--- src/rtl/gemm_pkg.sv ---
// Shared types and tile arithmetic for the GEMM tile scheduler and its index counter.
package gemm_pkg;
  localparam int DefDimWidth = 16;
  localparam int DefTileDim  = 4;
  localparam int DefExtWidth = $clog2(DefTileDim + 1);
  localparam int TileShift   = $clog2(DefTileDim);
  localparam int CntWidth    = DefDimWidth + 1;

  typedef logic [DefDimWidth-1:0] dim_t;
  typedef logic [CntWidth-1:0]    cnt_t;
  typedef logic [DefExtWidth-1:0] ext_t;

  typedef enum logic [1:0] {S_IDLE, S_ISSUE, S_WAIT_WB, S_DONE} sched_state_t;

  typedef struct packed {
    dim_t m;
    dim_t n;
    dim_t k;
    logic first_k;
    logic last_k;
    ext_t rows;
    ext_t cols;
    ext_t depth;
  } tile_cmd_t;

  // The extra count bit keeps ceil(0xFFFF / TileDim) from wrapping to zero.
  function automatic cnt_t ceil_tiles(input dim_t dim);
    cnt_t wide;
    wide = {1'b0, dim} + cnt_t'(DefTileDim - 1);
    return wide >> TileShift;
  endfunction

  function automatic ext_t edge_ext(input dim_t dim, input dim_t idx);
    cnt_t rem;
    rem = {1'b0, dim} - ({1'b0, idx} << TileShift);
    return (rem >= cnt_t'(DefTileDim)) ? ext_t'(DefTileDim) : rem[DefExtWidth-1:0];
  endfunction
endpackage

--- src/rtl/gemm_tile_scheduler_tile_index_counter.sv ---
// Nested wrapping tile index counter: k innermost, then n, then m.
module tile_index_counter
  import gemm_pkg::*;
(
  input  logic clk_i,
  input  logic rst_i,
  input  logic clear_i,
  input  logic advance_i,
  input  cnt_t tilesK_i,
  input  cnt_t tilesN_i,
  input  cnt_t tilesM_i,
  output dim_t idxK_o,
  output dim_t idxN_o,
  output dim_t idxM_o,
  output logic lastK_o,
  output logic lastTile_o
);
  dim_t idxK_q, idxN_q, idxM_q;
  dim_t idxK_d, idxN_d, idxM_d;
  logic lastN, lastM;

  always_comb begin
    lastK_o    = cnt_t'(idxK_q) == tilesK_i - cnt_t'(1);
    lastN      = cnt_t'(idxN_q) == tilesN_i - cnt_t'(1);
    lastM      = cnt_t'(idxM_q) == tilesM_i - cnt_t'(1);
    lastTile_o = lastN && lastM;
    idxK_d = idxK_q;
    idxN_d = idxN_q;
    idxM_d = idxM_q;
    if (clear_i) begin
      idxK_d = '0;
      idxN_d = '0;
      idxM_d = '0;
    end else if (advance_i) begin
      if (!lastK_o) begin
        idxK_d = idxK_q + dim_t'(1);
      end else begin
        idxK_d = '0;
        if (!lastN) begin
          idxN_d = idxN_q + dim_t'(1);
        end else begin
          idxN_d = '0;
          if (!lastM) idxM_d = idxM_q + dim_t'(1);
        end
      end
    end
  end

  always_ff @(posedge clk_i or posedge rst_i) begin
    if (rst_i) begin
      idxK_q <= '0;
      idxN_q <= '0;
      idxM_q <= '0;
    end else begin
      idxK_q <= idxK_d;
      idxN_q <= idxN_d;
      idxM_q <= idxM_d;
    end
  end

  assign idxK_o = idxK_q;
  assign idxN_o = idxN_q;
  assign idxM_o = idxM_q;
endmodule

--- src/rtl/gemm_tile_scheduler.sv ---
// Walks the (m, n, k) tile space of a GEMM, issuing one tile command per handshake
// and waiting for C write-back after the last k-block of each output tile.
module gemm_tile_scheduler
  import gemm_pkg::*;
#(
  parameter int DimWidth = DefDimWidth,
  parameter int TileDim  = DefTileDim,
  parameter int ExtWidth = $clog2(TileDim + 1)
) (
  input  logic                clk_i,
  input  logic                rst_i,
  input  logic                start_i,
  input  logic [DimWidth-1:0] M_i,
  input  logic [DimWidth-1:0] K_i,
  input  logic [DimWidth-1:0] N_i,
  output logic                busy_o,
  output logic                done_o,
  output logic                cfg_err_o,
  output logic                cmd_valid_o,
  input  logic                cmd_ready_i,
  output logic [DimWidth-1:0] cmd_tile_m_o,
  output logic [DimWidth-1:0] cmd_tile_n_o,
  output logic [DimWidth-1:0] cmd_tile_k_o,
  output logic                cmd_first_k_o,
  output logic                cmd_last_k_o,
  output logic [ExtWidth-1:0] cmd_rows_o,
  output logic [ExtWidth-1:0] cmd_cols_o,
  output logic [ExtWidth-1:0] cmd_depth_o,
  input  logic                wb_done_i
);
  sched_state_t state_q;
  dim_t         dimM_q, dimK_q, dimN_q;
  cnt_t         tilesM_q, tilesK_q, tilesN_q;
  logic         cmdValid_q, busy_q, done_q, cfgErr_q;
  dim_t         idxM, idxN, idxK;
  logic         lastK, lastTile, clearIdx, advanceIdx;
  tile_cmd_t    cmd;

  // wb_done_i only counts in S_WAIT_WB, so a pulse coinciding with the last_k handshake is dropped.
  assign clearIdx   = (state_q == S_IDLE) && start_i;
  assign advanceIdx = ((state_q == S_ISSUE) && cmd_ready_i && !lastK) ||
                      ((state_q == S_WAIT_WB) && wb_done_i);

  tile_index_counter u_counter (
    .clk_i      (clk_i),
    .rst_i      (rst_i),
    .clear_i    (clearIdx),
    .advance_i  (advanceIdx),
    .tilesK_i   (tilesK_q),
    .tilesN_i   (tilesN_q),
    .tilesM_i   (tilesM_q),
    .idxK_o     (idxK),
    .idxN_o     (idxN),
    .idxM_o     (idxM),
    .lastK_o    (lastK),
    .lastTile_o (lastTile)
  );

  always_ff @(posedge clk_i or posedge rst_i) begin
    if (rst_i) begin
      state_q    <= S_IDLE;
      dimM_q     <= '0;
      dimK_q     <= '0;
      dimN_q     <= '0;
      tilesM_q   <= '0;
      tilesK_q   <= '0;
      tilesN_q   <= '0;
      cmdValid_q <= 1'b0;
      busy_q     <= 1'b0;
      done_q     <= 1'b0;
      cfgErr_q   <= 1'b0;
    end else begin
      case (state_q)
        S_IDLE: begin
          if (start_i) begin
            dimM_q   <= M_i;
            dimK_q   <= K_i;
            dimN_q   <= N_i;
            tilesM_q <= ceil_tiles(M_i);
            tilesK_q <= ceil_tiles(K_i);
            tilesN_q <= ceil_tiles(N_i);
            if (M_i == '0 || K_i == '0 || N_i == '0) begin
              state_q  <= S_DONE;
              done_q   <= 1'b1;
              cfgErr_q <= 1'b1;
            end else begin
              state_q    <= S_ISSUE;
              cmdValid_q <= 1'b1;
              busy_q     <= 1'b1;
              cfgErr_q   <= 1'b0;
            end
          end
        end
        S_ISSUE: begin
          if (cmd_ready_i && lastK) begin
            cmdValid_q <= 1'b0;
            state_q    <= S_WAIT_WB;
          end
        end
        S_WAIT_WB: begin
          if (wb_done_i) begin
            if (lastTile) begin
              state_q <= S_DONE;
              busy_q  <= 1'b0;
              done_q  <= 1'b1;
            end else begin
              state_q    <= S_ISSUE;
              cmdValid_q <= 1'b1;
            end
          end
        end
        S_DONE: begin
          if (!start_i) begin
            state_q <= S_IDLE;
            done_q  <= 1'b0;
          end
        end
        default: state_q <= S_IDLE;
      endcase
    end
  end

  always_comb begin
    cmd.m       = idxM;
    cmd.n       = idxN;
    cmd.k       = idxK;
    cmd.first_k = cmdValid_q && (idxK == '0);
    cmd.last_k  = cmdValid_q && lastK;
    cmd.rows    = edge_ext(dimM_q, idxM);
    cmd.cols    = edge_ext(dimN_q, idxN);
    cmd.depth   = edge_ext(dimK_q, idxK);
  end

  assign busy_o        = busy_q;
  assign done_o        = done_q;
  assign cfg_err_o     = cfgErr_q;
  assign cmd_valid_o   = cmdValid_q;
  assign cmd_tile_m_o  = cmd.m;
  assign cmd_tile_n_o  = cmd.n;
  assign cmd_tile_k_o  = cmd.k;
  assign cmd_first_k_o = cmd.first_k;
  assign cmd_last_k_o  = cmd.last_k;
  assign cmd_rows_o    = cmd.rows;
  assign cmd_cols_o    = cmd.cols;
  assign cmd_depth_o   = cmd.depth;
endmodule

--- config.mk ---
export PLATFORM = sky130hd
export DESIGN_NAME = gemm_tile_scheduler
export DESIGN_NICKNAME = d
export VERILOG_FILES = /design/src/rtl/gemm_pkg.sv /design/src/rtl/gemm_tile_scheduler_tile_index_counter.sv /design/src/rtl/gemm_tile_scheduler.sv
export SDC_FILE = /design/constraint.sdc
export NUM_CORES = 1
export LEC_CHECK = 0
export CORE_ASPECT_RATIO = 1.4
export CORE_MARGIN = 5
export CORE_UTILIZATION = 32
export CTS_CLUSTER_DIAMETER = 80
export DETAILED_ROUTE_END_ITERATION = 7
export HOLD_SLACK_MARGIN = 0.08
export SKIP_LAST_GASP = 1
export SLEW_MARGIN = 20
export SYNTH_ARGS = -nofsm -noshare
export SYNTH_HDL_FRONTEND = slang
export SYNTH_SLANG_ARGS = --single-unit
--- constraint.sdc ---
create_clock -name clk_i -period 7.3 [get_ports clk_i]
set_input_delay 1.825 -clock clk_i [delete_from_list [all_inputs] [get_ports clk_i]]
set_output_delay 1.825 -clock clk_i [all_outputs]
set_load 0.005 [all_outputs]
==> run metrics <==
num ports=between 100 and 150; endpoint type of the worst setup path=output port; DR DRC count=0; most frequent cells in the layout=nand2_1 (257), dfrtp_1 (147), clkdlybuf4s50_1 (115); Num CTS Buffers=17; Synth cell types=81; setup ws final=1.129 ns; Core Area=34030 um2; Worst VDD drop=0.0001755 V; CTS tree=yes; cts repair resizes=0; fraction of post-synthesis cell area in the top cell type by area=between 30% and 40%; cell taking the most area after synthesis=dfrtp_1; status=completed; fin nets=1564; Ant. Diodes=0; FFs w/ async S/R, synth=between 90% and 100%; CP max stage delay=approximately 0.6 ns; dpl hpwl=between 20000 and 30000 um; Final Cell Area=between 10000 and 15000 um2; Clk pin slew, worst setup/hold paths=~0.070 ns; Die Width=roughly 170 um; die height=229.6 um; WS Path Type=reg2out; fin crit share=84.54%; Final Hold Fails=0; first-pass GRT wire length=57360 um; CP max stage cell=a2111oi_0; initial core utilization=roughly a third; Main synth FF type=dfrtp_1; max cap viols=0; CP arrival=between 4 and 5 ns; grt ovf=0; setup tns final=0 ns; hold crit path type=reg2reg; Post-synth EDFFs=0; clk sinks=147; crit start category=flop; Mapped Area=roughly 11000 um2; placer congestion estimate=roughly 0.93; Syn Inst Count=~1.4k; area grow syn2layout=19.71%; DR vias/cell=between 5 and 6; Final Setup Violations=0; Worst Tran Pin Value=1.003 ns; die area=between 30000 and 40000 um2; Leak=between 0.005 and 0.006 uW; via count=between 10k and 15k; number of nets with antenna violations after routing=0; fraction of layout cells with a size suffix above 1=~4.8%; drt total wl=~36000 um; DP Worst Slack=1.622 ns; worst hold slack=0.4761 ns; post-synthesis sequential area ratio=around a third; Slew Limit Fails=0; crit path cell chain=inv_1 > ha_1 > nor2b_1 > o21ai_0 > a21boi_0 > o21a_1 > o211ai_1 > a2111oi_0 > mux2_2 > a2111oi_0 > and2_1 > clkdlybuf4s50_1; WL/cell=18.57 um; latest clock arrival within the worst-skew pair=approximately 0.45 ns; commonest non-fill, non-tap cell in the layout=nand2_1; unrepaired setup endpoints after global routing=no; antenna violations before repair=0; Pre-antenna DRT Iters=7; vias in the first global route=around 10k; worst relative slew slack=about a third; Clock Path Buffers=2; PortBufs=115; Overall Global Routing Usage=about a fifth; top cells by area, synth=dfrtp_1 (33%), nand2_1 (8.8%), ha_1 (5.6%); largest net degree at the start of global routing=between 100 and 150; Cell Area, Placed=~13000 um2; Worst Path Required=roughly 5.5 ns; Final Critical Period=approximately 6 ns; most frequent cell on the critical path=a2111oi_0; H-Tree Depth=4; site row count=80; cts hold-fix bufs=0; Max Clk Rate=about 160 MHz; Avg Inst Size Synth=slightly above 8 um2; Clock Tree Root=clkbuf_16; DRT iter0 DRCs=750; flops & latches, synth=approximately 150; Worst Path Max Fanout=8; Post-Syn Nets=about 1.5k; Power Dens Cells=between 300 and 400 nW/um2; Setup Skew=roughly 0.013 ns; Post-CTS Setup Inserts=0; Synthesis Warnings=0
## path summary, 6_finish.rpt
kind	from	to	slack, ns	depth (start not counted)
worst max-delay path	u_counter.idxK_o[1]	cmd_depth_o[0]	1.13	12
worst min-delay path	dimK_q[0]	dimK_q[0]	0.48	2
worst max register to register	tilesK_q[0]	u_counter.idxN_o[4]	3.56	10
worst min register to register	dimK_q[0]	dimK_q[0]	0.48	2
max in group asynchronous	rst_i	u_counter.idxN_o[5]	4.06	3
min in group asynchronous	rst_i	dimK_q[15]	1.97	2
## critical path: cells and delay by family (launching register included)
kind / cells / cell delay [ns]
AOI/OAI and AO/OA: 6 / 1.67
muxes: 1 / 0.38
and+or+nand+nor: 2 / 0.33
DFF: 1 / 0.56
buffers and inverters: 2 / 0.66
adders and majority gates: 1 / 0.30
## synthesized netlist by cell type (5+ instances only)
library cell and n:
nand2b_1 16, nand3_1 43, buf_1 5, o21ai_0 113, xor2_1 44, xnor2_1 63
a31oi_1 7, and2_1 9, inv_1 87, a21oi_1 45, a21boi_0 9, a211oi_1 8
a2111oi_0 8, nor2_1 65, nand4b_1 5, nand4_1 30, nor3b_1 8, or3_1 18
dfrtp_1 147, o31ai_1 12, nor2b_1 11, nand2_1 257, nor4_1 31, clkbuf_1 37
o211ai_1 12, o2111ai_1 8, and3_1 24, mux2i_1 20, o22ai_1 11, o21a_1 14
a22oi_1 5, or4_1 6, nor4b_1 7, ha_1 49, nor3_1 45
## cell families (layout without fill, tap and decap cells)
family | after synthesis | after routing | share of synthesized area [%]
compound gates | 298 | 298 | 17.15
xor+xnor | 107 | 107 | 8.503
fa+ha+maj | 52 | 52 | 6.107
buf+inv | 135 | 237 | 4.745
flops | 147 | 147 | 33.37
mux | 25 | 25 | 2.395
simple gates | 605 | 605 | 27.72
## flip-flops by register name, summed over array words and instances, names as in the netlist, 15 cells and up
register,flops
dimK_q,16
dimM_q,16
dimN_q,16
tilesK_q,15
tilesM_q,15
tilesN_q,15
u_counter.idxK_o,16
u_counter.idxM_o,16
u_counter.idxN_o,16
## through the flow
step                utilization (%)  power, uW  instances
floorplan                         -       3261       1369
global placement              37.01       3948       1891
detailed placement            37.01       3976       1891
CTS                           38.77       4913       1922
global route                  38.77       5328       1922
finish                        38.77       4904       1922
## report_power, final
group	leakage, uW	total, uW	switching, uW	internal (uW)
logic	0.00343	2540	1420	1120
registers	0.00190	1460	373	1090
clock network	0.000283	908	363	545
## cell type report
| type | instances | area (um2) |
|---|---|---|
| clock buffer | 23 | 498.0 |
| sequential | 147 | 3679 |
| multi-input combinational | 1087 | 6840 |
| fill | 3479 | 20840 |
| inverter | 87 | 331.6 |
| timing repair buffer | 119 | 1181 |
| clock inverter | 8 | 100.1 |
| tap | 451 | 564.3 |
## per-layer routing
layer	vias up	GRT usage [%]	wire length, um
met5	-	0	0
met4	0	9.312	1659
met3	80	3.002	1549
met2	305	32.92	18230
met1	5026	21.67	14260
li1	5076	-	-
(Power assumes the default switching activity.)
